### src/rtl/lcd_timing_gen.sv
// Raster timing generator for an LCD panel: h/v counters, sync/DE generation and
// a registered pixel stage with built-in test patterns or an external pixel stream.
module lcd_timing_gen #(
    parameter int H_ACTIVE   = 1366,
    parameter int H_FP       = 30,
    parameter int H_SYNC     = 114,
    parameter int H_BP       = 30,
    parameter int V_ACTIVE   = 768,
    parameter int V_FP       = 2,
    parameter int V_SYNC     = 8,
    parameter int V_BP       = 2,
    parameter bit HS_POL     = 1'b0,
    parameter bit VS_POL     = 1'b0,
    parameter int COLOR_W    = 6,
    parameter int NUM_BARS   = 4,
    parameter int CHECK_LOG2 = 5,
    parameter int CNT_W      = 12
) (
    input  logic                 clk,
    input  logic                 rst,
    input  logic [1:0]           mode,
    input  logic [3*COLOR_W-1:0] solid_rgb,
    input  logic [3*COLOR_W-1:0] in_rgb,
    input  logic                 in_valid,
    output logic                 in_ready,
    input  logic                 underflow_clr,
    output logic                 underflow,
    output logic                 hsync,
    output logic                 vsync,
    output logic                 de,
    output logic [3*COLOR_W-1:0] rgb,
    output logic [CNT_W-1:0]     pos_x,
    output logic [CNT_W-1:0]     pos_y,
    output logic                 frame_start
);

    localparam int RGB_W   = 3 * COLOR_W;
    localparam int H_TOTAL = H_ACTIVE + H_FP + H_SYNC + H_BP;
    localparam int V_TOTAL = V_ACTIVE + V_FP + V_SYNC + V_BP;

    localparam logic [CNT_W-1:0] H_LAST   = CNT_W'(H_TOTAL - 1);
    localparam logic [CNT_W-1:0] V_LAST   = CNT_W'(V_TOTAL - 1);
    localparam logic [CNT_W-1:0] H_ACT_C  = CNT_W'(H_ACTIVE);
    localparam logic [CNT_W-1:0] V_ACT_C  = CNT_W'(V_ACTIVE);
    localparam logic [CNT_W-1:0] HS_START = CNT_W'(H_ACTIVE + H_FP);
    localparam logic [CNT_W-1:0] HS_END   = CNT_W'(H_ACTIVE + H_FP + H_SYNC);
    localparam logic [CNT_W-1:0] VS_START = CNT_W'(V_ACTIVE + V_FP);
    localparam logic [CNT_W-1:0] VS_END   = CNT_W'(V_ACTIVE + V_FP + V_SYNC);
    localparam logic [CNT_W-1:0] BAR_W    = CNT_W'(H_ACTIVE / NUM_BARS);
    localparam logic [CNT_W-1:0] BAR_LAST = CNT_W'(NUM_BARS - 1);

    if (H_TOTAL >= 2**CNT_W || V_TOTAL >= 2**CNT_W || NUM_BARS < 1 || NUM_BARS > 8 ||
        H_ACTIVE < NUM_BARS || CHECK_LOG2 >= CNT_W) begin : g_param_check
        $error("lcd_timing_gen: illegal parameter set");
    end

    logic [CNT_W-1:0] h_cnt_q, h_cnt_d, v_cnt_q, v_cnt_d;
    logic [1:0]       mode_q, mode_act;
    logic             frame_origin, active, hs_win, vs_win, uf_set, chk_odd;
    logic [CNT_W-1:0] bar_raw;
    logic [2:0]       bar_idx, bar_grb;
    logic [RGB_W-1:0] rgb_d, rgb_q;
    logic [CNT_W-1:0] pos_x_q, pos_y_q;
    logic             de_q, hsync_q, vsync_q, frame_start_q, underflow_q;

    always_comb begin
        h_cnt_d = h_cnt_q + CNT_W'(1);
        v_cnt_d = v_cnt_q;
        if (h_cnt_q == H_LAST) begin
            h_cnt_d = '0;
            v_cnt_d = (v_cnt_q == V_LAST) ? '0 : v_cnt_q + CNT_W'(1);
        end
    end

    // At the frame origin the mode input is used directly so the whole frame,
    // including its first pixel, sees the newly latched mode.
    assign frame_origin = (h_cnt_q == '0) && (v_cnt_q == '0);
    assign mode_act     = frame_origin ? mode : mode_q;
    assign active       = (h_cnt_q < H_ACT_C) && (v_cnt_q < V_ACT_C);
    assign hs_win       = (h_cnt_q >= HS_START) && (h_cnt_q < HS_END);
    assign vs_win       = (v_cnt_q >= VS_START) && (v_cnt_q < VS_END);
    assign in_ready     = !rst && active && (mode_act == 2'd3);

    assign bar_raw = h_cnt_q / BAR_W;
    assign bar_idx = (bar_raw >= BAR_LAST) ? BAR_LAST[2:0] : bar_raw[2:0];
    assign chk_odd = h_cnt_q[CHECK_LOG2] ^ v_cnt_q[CHECK_LOG2];

    // Bar palette as {G,R,B} enables
    always_comb begin
        bar_grb = 3'b000;
        unique case (bar_idx)
            3'd0: bar_grb = 3'b111;
            3'd1: bar_grb = 3'b110;
            3'd2: bar_grb = 3'b101;
            3'd3: bar_grb = 3'b100;
            3'd4: bar_grb = 3'b011;
            3'd5: bar_grb = 3'b010;
            3'd6: bar_grb = 3'b001;
            3'd7: bar_grb = 3'b000;
        endcase
    end

    always_comb begin
        rgb_d  = '0;
        uf_set = 1'b0;
        if (active) begin
            unique case (mode_act)
                2'd0: rgb_d = {{COLOR_W{bar_grb[2]}}, {COLOR_W{bar_grb[1]}}, {COLOR_W{bar_grb[0]}}};
                2'd1: rgb_d = solid_rgb;
                2'd2: rgb_d = {RGB_W{~chk_odd}};
                2'd3: begin
                    if (in_valid) rgb_d  = in_rgb;
                    else          uf_set = 1'b1;
                end
            endcase
        end
    end

    always_ff @(posedge clk) begin
        if (rst) begin
            h_cnt_q       <= '0;
            v_cnt_q       <= '0;
            mode_q        <= 2'd0;
            de_q          <= 1'b0;
            hsync_q       <= ~HS_POL;
            vsync_q       <= ~VS_POL;
            rgb_q         <= '0;
            pos_x_q       <= '0;
            pos_y_q       <= '0;
            frame_start_q <= 1'b0;
            underflow_q   <= 1'b0;
        end else begin
            h_cnt_q       <= h_cnt_d;
            v_cnt_q       <= v_cnt_d;
            if (frame_origin) mode_q <= mode;
            de_q          <= active;
            hsync_q       <= hs_win ? HS_POL : ~HS_POL;
            vsync_q       <= vs_win ? VS_POL : ~VS_POL;
            rgb_q         <= rgb_d;
            if (active) begin
                pos_x_q <= h_cnt_q;
                pos_y_q <= v_cnt_q;
            end
            frame_start_q <= active && frame_origin;
            if (uf_set)             underflow_q <= 1'b1;
            else if (underflow_clr) underflow_q <= 1'b0;
        end
    end

    assign de          = de_q;
    assign hsync       = hsync_q;
    assign vsync       = vsync_q;
    assign rgb         = rgb_q;
    assign pos_x       = pos_x_q;
    assign pos_y       = pos_y_q;
    assign frame_start = frame_start_q;
    assign underflow   = underflow_q;

endmodule

### config.mk
export PLATFORM = sky130hd
export DESIGN_NAME = lcd_timing_gen
export DESIGN_NICKNAME = d
export VERILOG_FILES = /design/src/rtl/lcd_timing_gen.sv
export SDC_FILE = /design/constraint.sdc
export NUM_CORES = 1
export LEC_CHECK = 0
export CAP_MARGIN = 30
export CORE_AREA = 2 2 96 98
export CTS_CLUSTER_DIAMETER = 80
export DETAILED_ROUTE_END_ITERATION = 16
export DIE_AREA = 0 0 98 100
export MAX_ROUTING_LAYER = met4
export PLACE_DENSITY = 0.82
export REMOVE_ABC_BUFFERS = 1
export SLEW_MARGIN = 10
export SYNTH_ARGS = -nofsm -noshare
export SYNTH_HDL_FRONTEND = slang
export SYNTH_SLANG_ARGS = --single-unit
### constraint.sdc
create_clock -name clk -period 4.4 [get_ports clk]
set_input_delay 0.66 -clock clk [delete_from_list [all_inputs] [get_ports clk]]
set_output_delay 0.66 -clock clk [all_outputs]
set_load 0.02 [all_outputs]
==> results.ini, run 1 <==
[yosys]
synthesis.instances = 559
yosysWarningCount = 0
synth_common_cells = nor2_1, dfxtp_1, nand2_1
syn-cell-area_mm2 = 0.00447
synth_xor_area_share_pct = 6.27
synthAdderAreaFrac_pct = 2.52
synthDominantCellAreaShare_pct = 32.7
async_flop_share_pct = 0
synth_flop_cell = dfxtp_1
synth_area_leader_cell = dfxtp_1
yosys.area_share.simple_pct = 22.4
ys_ff_latch = 73
synth-edff-count = 0
ys_types = 73
ys_top_cells_by_area = dfxtp_1, mux2i_1, nor2_1
synthMuxAreaShare_pct = 7.00
yosysSeqAreaShare_pct = 32.7
synth_compound_area_share_pct = 24.6
yosys.cell_count.top_type = nor2_1
synth_top_family_by_area = compound AO/OA/AOI/OAI gates
post_synth.cell_area_avg_um2 = 8.00

[global_route]
grt_use_total_pct = 26.7
grt_max_degree = 33
antenna_found_initial = 0
grt_pass1_wl_mm = 21.1
gr-total-overflow = 0
grt_pass1_vias = 4294

[sta]
setup_viol = 0
fmax_mhz = 247
tightest_slew_ns = 0.880
finalClockSkew_ns = 0.00810
fin_crit_ns = 4.05
postLayoutSetupSlackWorst_ns = 0.352
period_share_pct = 92.0
slew_viol_final = 0
hold_viol = 0
relSlewSlack_pct = 40.9
rsz0062_at_grt = no

[cts]
clk_latency_ns = 0.34
cts.sinks = 73
cts_tree = built
cts_buffers = 9
post_cts_buffers = 0
cts_max_path_buffers = 2
cts_resized = 0
h-tree-depth = 3
hold_buffers = 0
path_clk_slew_ns = 0.08
cts_root_buffer = clkbuf_8

[die]
io_pins = 90
coreArea_mm2 = 0.00889
fp-row-count = 35
die_y_um = 100
initial_core_util_pct = 50.3
die-area_mm2 = 0.00980
die_x_um = 98

[critical_path]
critPathMaxFanout = 15
critPathTopFamily = simple AND/OR/NAND/NOR gates
crit_buf_inv = 2
cp-end-kind = primary output
max_stage_delay_ns = 0.59
crit_slowest_cell = mux2i_1
path_cells = buf_4, nor4b_1, nand4_1, nor3_1, mux2i_1, nor3_1, clkdlybuf4s50_1
cp.depth = 7
required_ns = 3.74
cp_common_cell = nor3_1
path_class = flip-flop to primary output
arrival_ns = 3.39
critPathLaunchType = flip-flop
rr_worst_depth = 14

[outcome]
status = finished clean

[min_path]
holdCritPathClass = flip-flop to flip-flop
worstHoldPathCells = 1

[cells_and_area]
register_area_mm2 = 0.00146
drive_gt1_share_pct = 8.63
synthToLayoutAreaGrowth_pct = 27.9
antenna_cells = 0
fill_cells = 758
multi_input_area_mm2 = 0.00281
fin_nets = 695

[placed_design]
hpwl_mm = 9.51
pre_cts_ws_ns = 0.453
gp_congestion = 0.887
io_buffers = 89

[power]
p_leak_nw = 2.28
power.total_mw = 1.49
power_density_mw_per_mm2 = 261
peakVddDrop_mv = 0.154

[routing]
drtAntennaViolNets = 0
drc = 0
wirelength_mm = 12.8
drtIter0Drc = 288
drt_pass1_iterations = 5
num_vias = 4608
via_per_inst = 6.06
wl_per_cell_um = 16.8

[run]
cap_violations = 0

[sequential cells by signal, indices dropped and copies added (netlist names), 2 cells and up]
register,cells
pos_y,12
pos_x,12
v_cnt_q,12
mode_q,2
rgb,18
h_cnt_q,12
[layer usage]
metal  up-vias  routed length (um)  global-route usage, %
li1       2216                   -                      -
met1      2180                5550                   34.1
met2       193                6090                   44.2
met3        19                 954                   4.25
met4         0                 174                   7.59
met5         -                   0                      -
[worst register-to-register path: stages (launching register included)]
cell	delay, ns
dfxtp_1	0.38
inv_1	0.16
ha_1	0.20
nand4bb_1	0.12
or4_1	0.65
a311o_1	0.43
a31oi_1	0.14
a21bo_2	0.28
a41oi_1	0.38
a21oi_2	0.09
o32ai_2	0.29
nand2_1	0.10
o311ai_1	0.38
a211oi_2	0.11
o21bai_1	0.17
[cell type report]
type                       instances  share of cell area [%]
sequential                        73                    25.6
clock buffer                      10                    2.23
tap                              111                    2.43
clock inverter                     6                    1.16
inverter                          14                   0.919
multi-input combinational        435                    49.2
timing repair buffer             111                    18.5
[cells in the final DEF (no fill, tap or decap), types with 3 or more instances in the layout]
cell and n:
a211oi_1 7, a21boi_0 3, a21o_1 7, a21oi_1 24
a221oi_1 6, a22oi_1 7, a31o_2 3, a31oi_1 14
and2_1 8, and3_1 5, buf_4 22, clkbuf_8 9
clkdlybuf4s50_1 89, dfxtp_1 73, ha_1 9, inv_1 13
mux2i_1 29, nand2_1 51, nand2b_1 4, nand3_1 16
nand4_1 8, nand4b_1 3, nor2_1 76, nor2b_1 3
nor3_1 17, nor4_1 7, o211ai_1 8, o21a_1 6
o21ai_0 16, o21ai_1 3, o21bai_1 6, o31ai_1 9
or4_1 3, xnor2_1 15, xor2_1 17
[through the flow]
step / instances / util [%] / instance area, um2 / TNS (ns) / hold WS [ns]
3_5_place_dp: 744 / 62.1 / 5520 / 0 / 0.444
6_report: 760 / 64.3 / 5720 / 0 / 0.466
2_1_floorplan: 522 / - / 4320 / -137.95 / 0.453
5_1_grt: 760 / 64.3 / 5720 / 0 / 0.483
4_1_cts: 760 / 64.3 / 5720 / 0 / 0.469
3_3_place_gp: 744 / 62.1 / 5520 / 0 / 0.442
[worst paths after layout]
| kind | startpoint | end | slack, ns |
|---|---|---|---|
| worst max register to register | h_cnt_q[0]$_SDFF_PP0_ | rgb[4]$_SDFF_PP0_ | 0.39 |
| worst max-delay path | h_cnt_q[9]$_SDFF_PP0_ | in_ready | 0.35 |
| worst min-delay path | pos_y[10]$_SDFFE_PP0P_ | pos_y[10]$_SDFFE_PP0P_ | 0.47 |
| worst min register to register | pos_y[10]$_SDFFE_PP0P_ | pos_y[10]$_SDFFE_PP0P_ | 0.47 |
[cell families after synthesis]
logic type / count (synthesis)
xor gates and xnor gates: 32
muxes: 31
AOI/OAI and AO/OA: 150
buffers and inverters: 51
DFF: 73
and+or+nand+nor: 213
adders and majority gates: 9
[power breakdown]
group	internal, mW	switching (mW)
clock	0.265	0.255
sequential	0.695	0.0112
combinational	0.127	0.139
total	1.09	0.405
(Power assumes the default switching activity.)
==> run 2: changes to the inputs <==
- ABC_CLOCK_PERIOD_IN_PS: default -> 4400
==> results of run 2 <==
The final DEF is identical to that of run 1; final timing and power are the same.
==> run 3: changes to the inputs <==
- CORE_AREA: 2 2 96 98 -> 2 2 107 88
- DIE_AREA: 0 0 98 100 -> 0 0 109 90
- PLACE_DENSITY: 0.82 -> 0.83
- SLEW_MARGIN: 10 -> default
==> run 3 against run 2 <==
- final cell count increased by 0.39%
- wire length increased by 1.7%
- fmax decreased by 0.30%
- count of clock-buffer cells in the layout unchanged
- sequential power about the same
- clock power increased by 14%
- utilization increased by 1.7 points
- combinational power decreased by 2%
- global-route usage increased by 0.17 points
- largest power group unchanged
==> results.ini, run 3 (synthesis results as in run 1) <==
[cts]
hold_buffers = 0  ; unchanged
path_clk_slew_ns = 0.09  ; was 0.08 ns
cts_max_path_buffers = 2  ; unchanged
cts_tree = built  ; unchanged
clk_latency_ns = 0.36  ; was 0.34 ns
h-tree-depth = 3  ; unchanged
cts_root_buffer = clkbuf_8  ; unchanged
cts_buffers = 9  ; unchanged
cts.sinks = 73  ; unchanged

[routing]
drc = 0  ; unchanged
num_vias = 4600  ; was 4608
wirelength_mm = 13.0  ; was 12.8 mm
drtAntennaViolNets = 0  ; unchanged
drt_pass1_iterations = 5  ; unchanged
drtIter0Drc = 467  ; was 288
via_per_inst = 6.03  ; was 6.06
wl_per_cell_um = 17.0  ; was 16.8 um

[cells_and_area]
layout.cells.most_common_list = clkdlybuf4s50_1, nor2_1, dfxtp_1  ; unchanged
drive_gt1_share_pct = 10.3  ; was 8.63%
final_common_cell = clkdlybuf4s50_1  ; unchanged
largest_register_ffs = 18  ; unchanged
antenna_cells = 0  ; unchanged
fin_area_mm2 = 0.00581  ; was 0.00572 mm2
synthToLayoutAreaGrowth_pct = 29.9  ; was 27.9%
fin_nets = 694  ; was 695

[die]
die-area_mm2 = 0.00981  ; was 0.00980 mm2
fp-row-count = 31  ; was 35
die_x_um = 109  ; was 98 um
io_pins = 90  ; unchanged
initial_core_util_pct = 50.8  ; was 50.3%
coreArea_mm2 = 0.00880  ; was 0.00889 mm2
die_y_um = 90  ; was 100 um

[sta]
fin_crit_ns = 4.06  ; was 4.05 ns
fmax_mhz = 246  ; was 247 MHz
relSlewSlack_pct = 47.6  ; was 40.9%
setup_viol = 0  ; unchanged
period_share_pct = 92.3  ; was 92.0%
hold_ws_ns = 0.466  ; about the same
slew_viol_final = 0  ; unchanged
tightest_slew_ns = 0.781  ; was 0.880 ns
rsz0062_at_grt = no  ; unchanged
finalClockSkew_ns = 0.0133  ; was 0.00810 ns
finalSetupTns_ns = 0  ; unchanged
hold_viol = 0  ; unchanged

[global_route]
grt_pass1_vias = 4258  ; was 4294
gr-total-overflow = 0  ; unchanged
grt_max_degree = 32  ; was 33
grt_pass1_wl_mm = 20.8  ; was 21.1 mm
antenna_found_initial = 0  ; unchanged
grt_use_total_pct = 26.9  ; was 26.7%

[power]
p_comb_share_pct = 16.8  ; was 17.8%
power_density_mw_per_mm2 = 269  ; was 261 mW/mm2
internal_power_mw = 1.16  ; was 1.09 mW
power.total_mw = 1.56  ; was 1.49 mW
peakVddDrop_mv = 0.169  ; was 0.154 mV
pwr-share-clk_pct = 37.8  ; was 34.9%
netSwitchingPower_mw = 0.403  ; was 0.405 mW
switching_share_pct = 25.8  ; was 27.1%
seqPwrFrac_pct = 45.4  ; was 47.3%
p_leak_nw = 2.30  ; was 2.28 nW

[critical_path]
critPathLaunchType = flip-flop  ; unchanged
crit_slowest_cell = or4_1  ; was mux2i_1
path_cells = inv_1, ha_1, nand4bb_1, or4_1, a311o_1, a32oi_4, buf_4, o21ai_4, nor2_1, a22oi_1, o211ai_2, o2111ai_1, a211oi_4, o21bai_1  ; was buf_4, nor4b_1, nand4_1, nor3_1, mux2i_1, nor3_1, clkdlybuf4s50_1
reg2reg_slack_ns = 0.34  ; was 0.39 ns
cp-end-kind = flip-flop  ; was primary output
arrival_ns = 4.34  ; was 3.39 ns
required_ns = 4.67  ; was 3.74 ns
path_class = flip-flop to flip-flop  ; was flip-flop to primary output
critPathMaxFanout = 16  ; was 15
max_stage_delay_ns = 0.66  ; was 0.59 ns

[placed_design]
post_dp_cell_area_mm2 = 0.00550  ; was 0.00552 mm2
hpwl_mm = 9.44  ; was 9.51 mm
gp_congestion = 0.924  ; was 0.887
io_buffers = 89  ; unchanged

[run]
cap_violations = 0  ; unchanged

[min_path]
holdCritPathClass = flip-flop to flip-flop  ; unchanged

[outcome]
status = finished clean  ; unchanged

==> run 3: stage by stage <==
stage / utilization [%] / cells / setup WS, ns
final: 66.0 / 763 / 0.339
after global routing: 66.0 / 763 / 0.0421
after CTS: 65.0 / 760 / 0.125
after detailed placement: 62.4 / 744 / 0.129
after global placement: 62.4 / 744 / 0.410
after floorplan: - / 522 / -4.81
==> run 3: repair_timing <==
item,in CTS,in global routing
endpoints found under the hold margin,0,0
endpoints found under the setup margin,0,6
buffers inserted,0,3
gates resized for setup,0,13
==> run 3: layout make-up <==
| cell class | instances | area [um2] |
|---|---|---|
| Timing Repair Buffer | 110 | 1050 |
| Multi-Input combinational cell | 435 | 2880 |
| Clock buffer | 10 | 138 |
| Inverter | 14 | 52.6 |
| Sequential cell | 73 | 1460 |
| Fill cell | 718 | 3000 |
| Clock inverter | 6 | 87.6 |
| Tap cell | 115 | 144 |
==> run 3: worst max-delay path: cells and delay by family, from the launching register on <==
family	cells	cell delay [ns]
flops	1	0.39
compound gates	8	2.03
buf+inv	2	0.34
fa+ha+maj	1	0.20
simple gates	3	1.01
==> run 3: layer usage <==
layer	vias to the layer above	track usage, %	share of wire (%)
li1	2212	-	-
met4	0	7.80	2.0
met5	-	-	0
met3	33	6.45	9.8
met2	250	41.7	46
met1	2105	34.7	42
==> run 3: worst paths after layout <==
kind,start,end,depth (start not counted)
worst min-delay path,pos_y[11]$_SDFFE_PP0P_,pos_y[11]$_SDFFE_PP0P_,1
worst min register to register,pos_y[11]$_SDFFE_PP0P_,pos_y[11]$_SDFFE_PP0P_,1
worst max register to register,h_cnt_q[1]$_SDFF_PP0_,rgb[0]$_SDFF_PP0_,14
worst max-delay path,h_cnt_q[1]$_SDFF_PP0_,rgb[0]$_SDFF_PP0_,14
==> run 3: power by group through the flow <==
| stage | combinational, mW | sequential (mW) | clock [mW] |
|---|---|---|---|
| 2_1_floorplan | 0.0825 | 0.765 | 0 |
| 3_3_place_gp | 0.254 | 0.723 | 0 |
| 3_5_place_dp | 0.260 | 0.725 | 0 |
| 4_1_cts | 0.261 | 0.709 | 0.603 |
| 5_1_grt | 0.283 | 0.712 | 0.633 |
| 6_report | 0.262 | 0.710 | 0.591 |
